==> config.mk <==
export PLATFORM = sky130hd
export DESIGN_NAME = mcs_gpio_bank
export DESIGN_NICKNAME = d
export VERILOG_FILES = /design/src/rtl/mcs_gpio_bank.sv
export SDC_FILE = /design/constraint.sdc
export NUM_CORES = 1
export LEC_CHECK = 0
export BUFFER_PORTS_ARGS = -buffer_cell sky130_fd_sc_hd__buf_2
export CORE_MARGIN = 3
export CORE_UTILIZATION = 50
export CTS_CLUSTER_DIAMETER = 50
export DETAILED_ROUTE_END_ITERATION = 10
export PLACE_DENSITY = 0.74
export SKIP_CTS_REPAIR_TIMING = 1
export SYNTH_ARGS = -nofsm -noshare
export SYNTH_HDL_FRONTEND = slang
export SYNTH_SLANG_ARGS = --single-unit
export TNS_END_PERCENT = 20
==> constraint.sdc <==
create_clock -name clk_fpga -period 8.65 [get_ports clk_fpga]
set_input_delay 1.73 -clock clk_fpga [delete_from_list [all_inputs] [get_ports clk_fpga]]
set_output_delay 1.73 -clock clk_fpga [all_outputs]
set_load 0.02 [all_outputs]
==> src/rtl/mcs_gpio_bank.sv <==
// mcs_gpio_bank: NUM_CH x WIDTH-bit GPIO channels on the MicroBlaze MCS IO bus.
// Each channel has byte-writable outputs (+0x0), synchronised inputs (+0x4)
// and, when GPIO_IRQ_EN is defined, change-detect interrupt enable (+0x8)
// and write-1-to-clear status (+0xC) registers driving one combined irq line.
// With GPIO_IRQ_EN undefined, +0x8/+0xC behave as unmapped and irq is 0.
module mcs_gpio_bank #(
  parameter int NUM_CH      = 2,
  parameter int WIDTH       = 32,
  parameter int SYNC_STAGES = 2
) (
  input  logic                      clk_fpga,
  input  logic                      reset,
  input  logic                      io_addr_strobe,
  input  logic                      io_read_strobe,
  input  logic                      io_write_strobe,
  input  logic [7:0]                io_address,
  input  logic [3:0]                io_byte_enable,
  input  logic [31:0]               io_write_data,
  output logic [31:0]               io_read_data,
  output logic                      io_ready,
  input  logic [NUM_CH*WIDTH-1:0]   gpi,
  output logic [NUM_CH*WIDTH-1:0]   gpo,
  output logic                      irq
);

  // Bus decode: the write strobe wins if both strobes are seen together.
  logic              acc_s;
  logic              wr_acc_s;
  logic              rd_acc_s;
  logic [3:0]        ch_sel_s;
  logic [1:0]        off_sel_s;
  logic [31:0]       be_mask_s;
  logic [WIDTH-1:0]  wmask_s;
  logic [WIDTH-1:0]  wdata_s;
  logic [NUM_CH-1:0] ch_hit_s;
  logic              unused_s;

  assign acc_s     = io_addr_strobe & (io_read_strobe | io_write_strobe);
  assign wr_acc_s  = acc_s & io_write_strobe;
  assign rd_acc_s  = acc_s & io_read_strobe & ~io_write_strobe;
  assign ch_sel_s  = io_address[7:4];
  assign off_sel_s = io_address[3:2];
  assign be_mask_s = {{8{io_byte_enable[3]}}, {8{io_byte_enable[2]}},
                      {8{io_byte_enable[1]}}, {8{io_byte_enable[0]}}};
  assign wmask_s   = be_mask_s[WIDTH-1:0];
  assign wdata_s   = io_write_data[WIDTH-1:0];
  // Byte offset bits and lanes above WIDTH carry no meaning here.
  assign unused_s  = ^{io_address[1:0], io_write_data, be_mask_s};

  // One-hot channel hit; channel indices at or above NUM_CH never hit.
  always_comb begin
    ch_hit_s = '0;
    for (int c = 0; c < NUM_CH; c++) begin
      ch_hit_s[c] = (ch_sel_s == 4'(c));
    end
  end

  // Input synchroniser chains.
  logic [SYNC_STAGES-1:0][NUM_CH-1:0][WIDTH-1:0] sync_q;
  logic [NUM_CH-1:0][WIDTH-1:0] gpi_sync_s;
  assign gpi_sync_s = sync_q[SYNC_STAGES-1];

  // Shift the raw pins through SYNC_STAGES flops.
  always_ff @(posedge clk_fpga or posedge reset) begin
    if (reset) begin
      sync_q <= '0;
    end else begin
      sync_q[0] <= gpi;
      for (int s = 1; s < SYNC_STAGES; s++) begin
        sync_q[s] <= sync_q[s-1];
      end
    end
  end

  // Output registers.
  logic [NUM_CH-1:0][WIDTH-1:0] gpo_q, gpo_d;
  logic                         wr_gpo_s;
  assign wr_gpo_s = wr_acc_s & (off_sel_s == 2'd0);
  assign gpo      = gpo_q;

  // GPO next state: merge enabled byte lanes of the addressed channel.
  always_comb begin
    gpo_d = gpo_q;
    for (int c = 0; c < NUM_CH; c++) begin
      gpo_d[c] = (gpo_q[c] & ~(wmask_s & {WIDTH{wr_gpo_s & ch_hit_s[c]}}))
               | (wdata_s & wmask_s & {WIDTH{wr_gpo_s & ch_hit_s[c]}});
    end
  end

`ifdef GPIO_IRQ_EN
  // Interrupt enable/status, change detection and arming after reset.
  localparam logic [2:0] ARM_DONE = 3'(SYNC_STAGES + 1);

  logic [NUM_CH-1:0][WIDTH-1:0] en_q, en_d;
  logic [NUM_CH-1:0][WIDTH-1:0] stat_q, stat_d;
  logic [NUM_CH-1:0][WIDTH-1:0] prev_q;
  logic [2:0]                   arm_q, arm_d;
  logic                         armed_s;
  logic                         wr_en_s;
  logic                         wr_stat_s;

  assign armed_s   = (arm_q == ARM_DONE);
  assign wr_en_s   = wr_acc_s & (off_sel_s == 2'd2);
  assign wr_stat_s = wr_acc_s & (off_sel_s == 2'd3);
  assign arm_d     = armed_s ? arm_q : (arm_q + 3'd1);
  assign irq       = |(stat_q & en_q);

  // Enable writes and status W1C/set; a new change beats a same-cycle clear.
  always_comb begin
    en_d   = en_q;
    stat_d = stat_q;
    for (int c = 0; c < NUM_CH; c++) begin
      en_d[c]   = (en_q[c] & ~(wmask_s & {WIDTH{wr_en_s & ch_hit_s[c]}}))
                | (wdata_s & wmask_s & {WIDTH{wr_en_s & ch_hit_s[c]}});
      stat_d[c] = (stat_q[c] & ~(wdata_s & wmask_s & {WIDTH{wr_stat_s & ch_hit_s[c]}}))
                | ((gpi_sync_s[c] ^ prev_q[c]) & {WIDTH{armed_s}});
    end
  end

  // Interrupt state registers.
  always_ff @(posedge clk_fpga or posedge reset) begin
    if (reset) begin
      en_q   <= '0;
      stat_q <= '0;
      prev_q <= '0;
      arm_q  <= 3'd0;
    end else begin
      en_q   <= en_d;
      stat_q <= stat_d;
      prev_q <= gpi_sync_s;
      arm_q  <= arm_d;
    end
  end
`else
  assign irq = 1'b0;
`endif

  // Read mux: select the addressed channel, then the register by offset.
  logic [WIDTH-1:0] ch_gpo_s;
  logic [WIDTH-1:0] ch_gpi_s;
  logic [WIDTH-1:0] rd_val_s;
  logic [31:0]      rdata_d, rdata_q;
  logic             ready_q;
`ifdef GPIO_IRQ_EN
  logic [WIDTH-1:0] ch_en_s;
  logic [WIDTH-1:0] ch_stat_s;
`endif

  // Gather addressed channel values and pick the register; 0 when not a read.
  always_comb begin
    ch_gpo_s = '0;
    ch_gpi_s = '0;
`ifdef GPIO_IRQ_EN
    ch_en_s   = '0;
    ch_stat_s = '0;
`endif
    for (int c = 0; c < NUM_CH; c++) begin
      ch_gpo_s = ch_gpo_s | (gpo_q[c]      & {WIDTH{ch_hit_s[c]}});
      ch_gpi_s = ch_gpi_s | (gpi_sync_s[c] & {WIDTH{ch_hit_s[c]}});
`ifdef GPIO_IRQ_EN
      ch_en_s   = ch_en_s   | (en_q[c]   & {WIDTH{ch_hit_s[c]}});
      ch_stat_s = ch_stat_s | (stat_q[c] & {WIDTH{ch_hit_s[c]}});
`endif
    end
    case (off_sel_s)
      2'd0:    rd_val_s = ch_gpo_s;
      2'd1:    rd_val_s = ch_gpi_s;
`ifdef GPIO_IRQ_EN
      2'd2:    rd_val_s = ch_en_s;
      2'd3:    rd_val_s = ch_stat_s;
`endif
      default: rd_val_s = '0;
    endcase
    rdata_d = 32'h0000_0000;
    rdata_d[WIDTH-1:0] = rd_val_s & {WIDTH{rd_acc_s}};
  end

  // Output registers and bus completion pulse.
  always_ff @(posedge clk_fpga or posedge reset) begin
    if (reset) begin
      gpo_q   <= '0;
      ready_q <= 1'b0;
      rdata_q <= 32'h0000_0000;
    end else begin
      gpo_q   <= gpo_d;
      ready_q <= acc_s;
      rdata_q <= rdata_d;
    end
  end

  assign io_ready     = ready_q;
  assign io_read_data = rdata_q;

endmodule

# After elaboration in Yosys (flattened, before gate mapping)

Index checks and enable logic that the tools add are counted.
Widths: inputs -> output; s select.

Equality and inequality tests: 2
Mux-type cells: 1
Bitwise logic cells: 27
Reductions and logical operators: 2

Operators by type and width:

| kind               | number |
|---|---|
| $and 32x32->32     | 12 |
| $or 32x32->32      | 4 |
| $not 32->32        | 2 |
| $pmux 32 s2        | 1 |
| $and 1x1->1        | 7 |
| $eq 4x1->1 const B | 1 |
| $logic_not 4->1    | 1 |
| $eq 2x1->1 const B | 1 |
| $logic_not 2->1    | 1 |
| $not 1->1          | 1 |
| $or 1x1->1         | 1 |

Register bits: 225
Output and inout port bits: 98

# Longest topological paths before layout

Word-level depth: 9
Depth in mapped cells: 5
Gate-level depth less buffers: 3

# Worst setup path after synthesis

No wires, ideal clock.

Path kind: input to register
Start point: input io_address[4]
End point: register rdata_q[16] (netlist: io_read_data[16])
Setup time: 0.126 ns
Data arrival time: 2.791 ns
Data required time: 8.524 ns
Path slack: 5.733 ns
Stages on the path: 4
Path through: buf_2 buf_2 mux4_2 nor2b_1

Cells in the longest elaborated chain, start to end: 5
Elaborated cells on any way between the ends: 10
Classes of those cells: eq/ne (1); mux (1); bitwise (7); reduce/logical (1)

Ends and longest elaborated chain:

| element                                       | line     | text |
|---|---|---|
| from (decl)                                   | 16       | `input logic [7:0] io_address,` |
| $eq 4x1->1 or $logic_not 4->1 (tied branches) | 54       | `ch_hit_s[c] = (ch_sel_s == 4'(c));` |
| $and 32x32->32, on equally long branches      | 159, 158 |  |
| $or 32x32->32, on equally long branches       | 159, 158 |  |
| $pmux 32 s2 (*)                               | 165      | `case (off_sel_s)` |
| $and 32x32->32 (*)                            | 175      | `rdata_d[WIDTH-1:0] = rd_val_s & {WIDTH{rd_acc_s}};` |
| named net rdata_d[16]                         | 142      | `logic [31:0] rdata_d, rdata_q;` |
| to (signal assigned)                          | 187      | `rdata_q <= rdata_d;` |
| to (decl)                                     | 142      |  |

Mark *: on every way through the listed nets, which the timed path passes. The rest lies on a longest branch.

==> reports/results.tsv <==
metric	value	unit
IO Pins	211	
Routed Antenna Nets	0	
Largest stage delay, worst path	1.02	ns
post-DR wirelength/cell	18.7	µm
I/O Buffers	207	
Die X	131	µm
HPWL after DPL	11100	µm
Slew Viols, Final	0	
number of global-route vias before repair	5084	
initial core utilization	51.3	%
Routed WL	16900	µm
# Max-Cap Violations	0	
Worst-Skew Late Latency	0.50	ns
die height	131	µm
Root Driver	clkbuf_16	
design area	9900	µm²
Worst Skew	0.0120	ns
pre-CTS setup slack	4.35	ns
ant diodes	0	
minimum clock period	3.77	ns
Crit. End Element	register	
DR pass1 iterations	4	
Hold Crit Class	reg2reg	
DR vias	4610	
DRC viols	0	
synthesized area per cell	16.9	µm²
row cnt	45	
status	complete, no violations	
critical path's top delay family	simple AND/OR/NAND/NOR gates	
Synth Register Bits	225	
Crit-path slowest cell	nor4bb_2	
CP Cell Sequence	buf_2, buf_4, nor4bb_2, nand4_2, mux2_2	
Worst-Margin Slew	1.13	ns
CTS Buf Count	24	
Pwr Total	2.30	mW
CTS tree	yes	
first-pass GRT wire length	27200	µm
Final Worst Setup Slack	4.88	ns
Max transition margin	23.5	%
Max FO, Critical Path	57	
leakage power	5.08	nW
htree depth	1	
Layout fillers	1102	
layout cell share with drive strength beyond 1	55.3	%
path type of the worst setup path	in2reg	
crit path DAT	4.15	ns
area grow syn2layout	26.5	%
via/cell ratio	5.08	
placed insts	863	
Sink Count	225	
Nets	791	
final setup vio count	0	
GRT Resource Usage Total	19.8	%
setup_tns	0	ns
Yosys cell types	19	
Post-Syn Instances	463	
final worst-path cycle share	43.6	%
Area contributors post-synth	dfrtp_1 72%, mux2_2 16%, nand3b_1 2.4%	
worst path bufs/invs	2	
Finished Layout Cells	907	
dpl cell area	9070	µm²
RSZ-0062 raised after global routing	false	
DR iter-0 viols	179	
Max clock buf depth	3	
Setup crit start kind	input pin	
final global-route overflow total	0	
Synthesized Nets	576	
fmax	265	MHz
die area	17200	µm²
Critical Path RT	9.03	ns
largest area contributor in the netlist	dfrtp_1	
initial antenna violation count	0	
core outline area	15300	µm²
mapped cell area	7830	µm²
largest net degree at the start of global routing	141	
Power Dens Cells	232	nW/µm²
post-synth top area share	72.0	%
Peak VDD IR	0.188	mV
warnings from Yosys	0	
Final Hold Fails	0	
global placer's final weighted congestion	0.802	
Seq/Total Area, Yosys	72.0	%
clock-pin transition on the worst setup and hold timing paths	0.06	ns
[placed cells by master, fill, tap and decap left out, types with 5 or more instances in the layout]
cell type and instances:
clkinv_2 6, clkbuf_16 24, buf_2 206, dfrtp_1 225, nor2b_1 8, buf_4 5
a21oi_1 24, nand3_1 24, nand3b_1 25, mux4_2 8, mux2_2 112
[routing by layer]
| layer | wire length [µm] | vias to the layer above | global-route usage (%) |
|---|---|---|---|
| met1 | 6890 | 2350 | 25.9 |
| met3 | 1120 | 35 | 4.48 |
| met5 | 0 | - | 0 |
| li1 | - | 2058 | - |
| met2 | 8510 | 167 | 33.6 |
| met4 | 410 | 0 | 5.89 |
[cell usage after synthesis (all sizes together)]
library cell,instances
nor4bb,1
nor3,1
o21a,1
a21oi,24
nand4,4
buf,13
mux2,112
clkbuf,9
nor4,1
nand3b,25
mux4,8
nand4b,4
dfrtp,225
nand3,24
conb,1
or3b,1
nor2b,8
inv,1
[metrics by stage]
step                hold WS [ns]  util [%]
finish                     0.342      64.9
global route               0.352      64.9
CTS                        0.341      64.9
detailed placement         0.335      59.4
global placement           0.331      59.4
floorplan                  0.331         -
[sequential cells by signal, summed over array words and instances (netlist names)]
name	flops
sync_q	64
gpo	64
io_read_data	32
io_ready	1
gpi_sync_s	64
[kinds of logic after synthesis]
group / synth area share [%]
AOI/OAI and AO/OA: 1.63
other: 0.0479
and+or+nand+nor: 6.51
muxes: 18.4
DFF: 72.0
buffers and inverters: 1.44
[path summary, 6_finish.rpt]
kind | cells after the start | startpoint | slack, ns | to
min reg2reg | 0 | sync_q[57] | 0.34 | gpi_sync_s[57]
min in group asynchronous | 2 | reset | 1.39 | sync_q[45]
max in group asynchronous | 3 | reset | 5.66 | gpi_sync_s[16]
min | 0 | sync_q[57] | 0.34 | gpi_sync_s[57]
max reg2reg | 2 | gpo[40] | 7.53 | io_read_data[8]
max | 5 | io_address[2] | 4.88 | gpo[48]
[report_power, final]
part	internal [mW]	switching (mW)
Combinational	0.0625	0.0813
Clock	0.631	0.408
Sequential	1.10	0.0191
Total	1.79	0.509
[area by class of cell]
| type | instances | area, µm² | share of cell area [%] |
|---|---|---|---|
| clock buffer | 29 | 649 | 6.56 |
| clock inverter | 15 | 184 | 1.86 |
| inverter | 1 | 11.3 | 0.114 |
| multi-input combinational | 215 | 2090 | 21.2 |
| sequential | 225 | 5630 | 56.9 |
| tap | 211 | 264 | 2.67 |
| timing repair buffer | 211 | 1070 | 10.8 |
No activity file was read; power rests on OpenSTA's default activity.
